### config.mk
export PLATFORM = sky130hd
export DESIGN_NAME = sram_byte_reader_flat
export DESIGN_NICKNAME = d
export VERILOG_FILES = /design/src/rtl/sram_byte_reader_pkg.sv /design/src/rtl/sram_byte_reader_if.sv /design/src/rtl/sram_rd_tag_pipe.sv /design/src/rtl/sram_byte_reader.sv /design/src/flat_wrapper.sv
export SDC_FILE = /design/constraint.sdc
export NUM_CORES = 1
export LEC_CHECK = 0
export ABC_AREA = 1
export CAP_MARGIN = 5
export CORE_ASPECT_RATIO = 0.5
export CORE_MARGIN = 4
export CORE_UTILIZATION = 42
export DETAILED_ROUTE_END_ITERATION = 10
export GPL_TIMING_DRIVEN = 0
export PLACE_DENSITY_LB_ADDON = 0.2
export SETUP_SLACK_MARGIN = 0.02
export SYNTH_ARGS = -nofsm -noshare
export SYNTH_HDL_FRONTEND = slang
export SYNTH_SLANG_ARGS = --single-unit
export TNS_END_PERCENT = 30
### constraint.sdc
create_clock -name CLK -period 1.7 [get_ports CLK]
set_clock_uncertainty 0.2 [all_clocks]
set_input_delay 0.425 -clock CLK [delete_from_list [all_inputs] [get_ports CLK]]
set_output_delay 0.425 -clock CLK [all_outputs]
set_load 0.02 [all_outputs]
### src/rtl/sram_byte_reader_pkg.sv
// Shared types for the SRAM byte reader.
//   state_t    : transaction FSM states
//   byte_idx_t : index of a byte within a 32-bit word
//   rd_tag_t   : tag carried alongside each outstanding byte read
//   lane_of()  : maps a byte index to its rsp_data lane for a given byte order
package sram_ctrl_pkg;

    localparam int BYTES_PER_WORD = 4;

    typedef enum logic [1:0] {
        IDLE,
        ISSUE,
        DRAIN,
        DONE
    } state_t;

    typedef logic [1:0] byte_idx_t;

    typedef struct packed {
        logic      valid;
        byte_idx_t idx;
    } rd_tag_t;

    // Big-endian puts byte 0 in the top lane, so the lane is mirrored.
    function automatic byte_idx_t lane_of(input byte_idx_t idx, input logic big_endian);
        byte_idx_t top;
        top = byte_idx_t'(BYTES_PER_WORD - 1);
        return big_endian ? (top - idx) : idx;
    endfunction

endpackage

### src/rtl/sram_byte_reader_if.sv
// Bus bundle for the SRAM byte reader.
//   req_*  : word read request (valid/ready), word address, byte order select
//   sram_* : byte-wide SRAM read port (strobe, byte address, returned byte)
//   rsp_*  : assembled word response (valid/ready)
// Modport slave is used by the reader; master is used by its environment.
interface sram_byte_reader_if #(
    parameter int ADDR_W = 16
);
    logic              req_valid;
    logic              req_ready;
    logic [ADDR_W-1:0] req_addr;
    logic              req_big_endian;

    logic              sram_ren;
    logic [ADDR_W+1:0] sram_addr;
    logic [7:0]        sram_rdata;

    logic              rsp_valid;
    logic              rsp_ready;
    logic [31:0]       rsp_data;

    modport slave (
        input  req_valid, req_addr, req_big_endian, sram_rdata, rsp_ready,
        output req_ready, sram_ren, sram_addr, rsp_valid, rsp_data
    );

    modport master (
        output req_valid, req_addr, req_big_endian, sram_rdata, rsp_ready,
        input  req_ready, sram_ren, sram_addr, rsp_valid, rsp_data
    );
endinterface

### src/rtl/sram_rd_tag_pipe.sv
// Delay line for read tags, READ_LAT stages deep, so that each tag emerges
// in the same cycle the SRAM presents the byte it describes.
//   CLK  : clock, rising edge
//   nRST : asynchronous active-low reset, clears all tags
//   push : tag for the read issued this cycle (valid=0 when idle)
//   pop  : tag matching the byte currently on sram_rdata
module sram_rd_tag_pipe
    import sram_ctrl_pkg::*;
#(
    parameter int READ_LAT = 2
) (
    input  logic    CLK,
    input  logic    nRST,
    input  rd_tag_t push,
    output rd_tag_t pop
);

    rd_tag_t tag_p [READ_LAT];

    always_ff @(posedge CLK or negedge nRST) begin
        if (!nRST) begin
            for (int i = 0; i < READ_LAT; i++) begin
                tag_p[i] <= '0;
            end
        end else begin
            tag_p[0] <= push;
            for (int i = 1; i < READ_LAT; i++) begin
                tag_p[i] <= tag_p[i-1];
            end
        end
    end

    assign pop = tag_p[READ_LAT-1];

endmodule

### src/rtl/sram_byte_reader.sv
// Reads one 32-bit word from a byte-wide SRAM as four pipelined byte reads
// and assembles it in little- or big-endian order, chosen per request.
//   CLK  : clock, rising edge
//   nRST : asynchronous active-low reset, aborts any transaction
//   bus  : request, SRAM port and response signals (slave modport)
module sram_byte_reader
    import sram_ctrl_pkg::*;
#(
    parameter int ADDR_W   = 16,
    parameter int READ_LAT = 2
) (
    input  logic                CLK,
    input  logic                nRST,
    sram_byte_reader_if.slave   bus
);

    state_t            state;
    state_t            state_nxt;
    logic              be_q;
    logic [ADDR_W+1:0] addr_q;
    logic [31:0]       data_q;
    rd_tag_t           push;
    rd_tag_t           pop;
    byte_idx_t         k;
    byte_idx_t         lane;
    logic              accept;
    logic              last_cap;

    // The low two bits of the registered byte address double as the issue
    // counter, which also lets sram_addr hold its last value after ISSUE.
    assign k        = addr_q[1:0];
    assign accept   = bus.req_valid && (state == IDLE);
    assign last_cap = pop.valid && (pop.idx == 2'd3);
    assign lane     = lane_of(pop.idx, be_q);

    always_comb begin
        state_nxt = state;
        case (state)
            IDLE:  if (bus.req_valid)  state_nxt = ISSUE;
            ISSUE: if (k == 2'd3)      state_nxt = DRAIN;
            DRAIN: if (last_cap)       state_nxt = DONE;
            DONE:  if (bus.rsp_ready)  state_nxt = IDLE;
            default:                   state_nxt = IDLE;
        endcase
    end

    always_ff @(posedge CLK or negedge nRST) begin
        if (!nRST) begin
            state <= IDLE;
        end else begin
            state <= state_nxt;
        end
    end

    always_ff @(posedge CLK or negedge nRST) begin
        if (!nRST) begin
            addr_q <= '0;
            be_q   <= 1'b0;
            data_q <= '0;
        end else begin
            if (accept) begin
                addr_q <= {bus.req_addr, 2'b00};
                be_q   <= bus.req_big_endian;
                data_q <= '0;
            end else begin
                if ((state == ISSUE) && (k != 2'd3)) begin
                    addr_q[1:0] <= k + 2'd1;
                end
                if (pop.valid) begin
                    data_q[{lane, 3'b000} +: 8] <= bus.sram_rdata;
                end
            end
        end
    end

    assign push.valid = (state == ISSUE);
    assign push.idx   = k;

    sram_rd_tag_pipe #(
        .READ_LAT (READ_LAT)
    ) u_tag_pipe (
        .CLK  (CLK),
        .nRST (nRST),
        .push (push),
        .pop  (pop)
    );

    assign bus.req_ready = (state == IDLE);
    assign bus.sram_ren  = (state == ISSUE);
    assign bus.sram_addr = addr_q;
    assign bus.rsp_valid = (state == DONE);
    assign bus.rsp_data  = data_q;

endmodule
### src/flat_wrapper.sv
// flat-port wrapper written by rule: the top's interface ports become plain ports
module sram_byte_reader_flat import sram_ctrl_pkg::*;
#(
    parameter int ADDR_W   = 16,
    parameter int READ_LAT = 2
)
  (CLK, nRST, bus_req_valid, bus_req_addr, bus_req_big_endian, bus_sram_rdata, bus_rsp_ready, bus_req_ready, bus_sram_ren, bus_sram_addr, bus_rsp_valid, bus_rsp_data);
  sram_byte_reader_if #(.ADDR_W(ADDR_W)) bus_i ();
  input  logic CLK;
  input  logic nRST;
  input wire logic [$bits(bus_i.req_valid)-1:0] bus_req_valid;
  input wire logic [$bits(bus_i.req_addr)-1:0] bus_req_addr;
  input wire logic [$bits(bus_i.req_big_endian)-1:0] bus_req_big_endian;
  input wire logic [$bits(bus_i.sram_rdata)-1:0] bus_sram_rdata;
  input wire logic [$bits(bus_i.rsp_ready)-1:0] bus_rsp_ready;
  output wire logic [$bits(bus_i.req_ready)-1:0] bus_req_ready;
  output wire logic [$bits(bus_i.sram_ren)-1:0] bus_sram_ren;
  output wire logic [$bits(bus_i.sram_addr)-1:0] bus_sram_addr;
  output wire logic [$bits(bus_i.rsp_valid)-1:0] bus_rsp_valid;
  output wire logic [$bits(bus_i.rsp_data)-1:0] bus_rsp_data;
  assign bus_i.req_valid = bus_req_valid;
  assign bus_i.req_addr = bus_req_addr;
  assign bus_i.req_big_endian = bus_req_big_endian;
  assign bus_i.sram_rdata = bus_sram_rdata;
  assign bus_i.rsp_ready = bus_rsp_ready;
  assign bus_req_ready = bus_i.req_ready;
  assign bus_sram_ren = bus_i.sram_ren;
  assign bus_sram_addr = bus_i.sram_addr;
  assign bus_rsp_valid = bus_i.rsp_valid;
  assign bus_rsp_data = bus_i.rsp_data;
  sram_byte_reader #(.ADDR_W(ADDR_W), .READ_LAT(READ_LAT)) u_core (.CLK(CLK), .nRST(nRST), .bus(bus_i));
endmodule
==> results_dict.tcl <==
set metrics [dict create \
    outcome "finished, violations left" \
    violations "setup timing" \
    worstPathMaxFanout 4 \
    clk_pin_slew_ps 50 \
    holdWs_ps 143 \
    vias_per_cell 4.98 \
    fp.dieArea_um2 7620 \
    antenna_found_initial 0 \
    drcViolationCount 0 \
    num_vias 2458 \
    path_cells "buf_6, ha_4, buf_6" \
    grtUsageTotal_pct 19.5 \
    drt_iter0_markers 106 \
    yosysTopAreaCell "dfrtp_1" \
    drive_gt1_share_pct 24.6 \
    hold_class "reg2reg" \
    end_kind "output port" \
    routedWlPerCell_um 14.9 \
    slowest_stage "dfrtp_1" \
    diodes 0 \
    cellPowerDensity_nw_per_um2 1950 \
    grt_pass1_vias 2443 \
    path_buf_inv 2 \
    synth_cells 298 \
    cp_data_arrival_time_ps 1170 \
    fin_crit_sh_pct 106 \
    fmax_mhz 557 \
    root_buffer "clkbuf_16" \
    place_congestion 0.834 \
    drt_wl_total_mm 7.38 \
    grt_max_degree 41 \
    synth.avg_cell_area_um2 8.76 \
    gr-total-overflow 0 \
    ys_seq_area_share_pct 56.6 \
    critPathLaunchType "flip-flop" \
    maxCapViolations 0 \
    yosys_warnings 0 \
    finalSetupViolCount 26 \
    num_io_pins 82 \
    r2r_slack_ps -70 \
    slowest_delay_ps 430 \
    port_buffers 81 \
    die_w_um 119 \
    clock_path_buffers 2 \
    synth_top_area_share_pct 56.6 \
    initial_utilization_pct 45.4 \
    die_height_um 63.7 \
    detail-route-antenna-nets 0 \
    n_fill_cell 402 \
    max_slew.worst_pin.slew_ps 478 \
    design.core.area_um2 5750 \
    drt-pass1-iter-count 4 \
    worstSetupPathType "reg2out" \
    layout-area-overhead-vs-synth_pct 61.2 \
    ir_worst_vdd_uv 1040 \
    leakagePower_uw 0.00213 \
    period_needed_ps 1800 \
    required_ps 1070 \
    hold_violations 0 \
    final_common_cell "nand2_1" \
    cts-buffers-inserted 9 \
    synth.area.top_cells "dfrtp_1 57%, nand2_1 17%, nand3_1 7.1%, ha_1 3.8%, inv_1 2.6%" \
    finalSetupTns_ps -985 \
    critical-path-top-delay-family "flip-flops" \
    synth_area_um2 2610 \
    h-tree-depth 3 \
    dp_slack_ps -292 \
    tritoncts "done" \
    grt_pass1_wl_mm 11.7 \
    critical_path.most_common_cell "buf_6" \
    synth-seq-cells 59 \
    finalNetCount 444 \
    cts_sinks 59 \
    slew_headroom_pct 68.1 \
    rsz0062_at_grt "yes" \
    dp_hpwl_mm 4.90 \
    ys_types 22 \
    synth_nets 335 \
    slew_viol_final 0 \
    worst_slack_ps -96.9 \
    num_rows 19 \
    clock_latency_ps 320 \
    most-common-layout-cells "115 x nand2_1, 58 x dfrtp_1, 33 x nand3_1" \
]
## synthesized netlist by cell type
cell and count:
a21oi_1 1, buf_1 1, buf_2 2, buf_4 1, buf_6 1, clkbuf_1 3, dfrtp_1 59, ha_1 8
inv_1 18, inv_2 1, nand2_1 121, nand2_2 7, nand2_4 1, nand3_1 37, nand3_2 2, nand4_1 4
nor2_1 16, nor2_4 3, nor2_8 1, o21ai_0 9, or2_2 1, xor2_1 1
## worst register-to-register path, cell delays in order (launching register included)
cell and delay [ps]:
dfrtp_1 400, inv_2 80, nand2_4 80, nand2_4 80
ha_4 310, nand3_4 230, nor2_4 170, nand2_1 80
nand2_1 80
## metrics by stage
stage	total power, µW	util, %	area (µm²)	cells
finish	8190	73.1	4210	494
detailed placement	5550	61.9	3560	464
global route	8700	73.1	4210	494
global placement	5420	61.6	3540	463
CTS	7500	68.2	3930	487
floorplan	4240	-	2630	298
## sequential cells by signal, indices dropped and copies added, names as in the netlist
signal	flops
u_core.bus.sram_addr	18
u_core.be_q	1
u_core.u_tag_pipe.pop	3
u_core.state	2
u_core.bus.rsp_data	32
u_core.u_tag_pipe.tag_p	3
## final cells by class
cell class	instances	area [µm²]	area share (%)
Buffer	8	62.6	1.49
Clock buffer	11	243	5.77
Clock inverter	3	40.0	0.952
Inverter	19	76.3	1.81
Multi-Input combinational cell	212	1280	30.3
Sequential cell	59	1480	35.1
Tap cell	84	105	2.50
Timing Repair Buffer	98	926	22.0
## path summary, 6_finish.rpt
check	start	to	cells after the start
worst max-delay path	u_core.state[0]	bus_sram_ren	3
worst min-delay path	u_core.u_tag_pipe.tag_p[4]	u_core.u_tag_pipe.pop[1]	0
worst max register to register	u_core.u_tag_pipe.pop[0]	u_core.bus.rsp_data[26]	8
worst min register to register	u_core.u_tag_pipe.tag_p[4]	u_core.u_tag_pipe.pop[1]	0
max in group asynchronous	nRST	u_core.be_q	3
min in group asynchronous	nRST	u_core.state[0]	2
## where the power goes
group	total, µW	leakage [µW]	switching (µW)	internal [µW]
Sequential	2150	0.000780	291	1860
Clock	1730	0.000141	577	1150
Combinational	4320	0.00121	2600	1710
## what timing repair did
item | CTS | global route
pin swaps | 6 | 13
resized for setup | 94 | 95
hold buffers | 1 | 0
setup buffers | 8 | 7
setup endpoints to repair | 104 | 90
endpoints found under the hold margin | 19 | 0
## metal layers
metal  global-route usage, %  part of all wire [%]  vias up
met5                       0                     0        -
met4                    7.70                   2.6        0
met3                    8.02                   8.0       22
met2                    31.6                    49      106
met1                    23.6                    41     1165
li1                        -                     -     1165
## logic make-up after synthesis
| logic type | Yosys count | share of synthesized area, % |
|---|---|---|
| AND/OR/NAND/NOR | 193 | 32.9 |
| flip-flops | 59 | 56.6 |
| buffers and inverters | 27 | 4.41 |
| AO/OA/AOI/OAI | 10 | 1.92 |
| adder cells (fa/ha/maj) | 8 | 3.84 |
| XOR/XNOR | 1 | 0.336 |
Power figures use the tool's default switching activity.
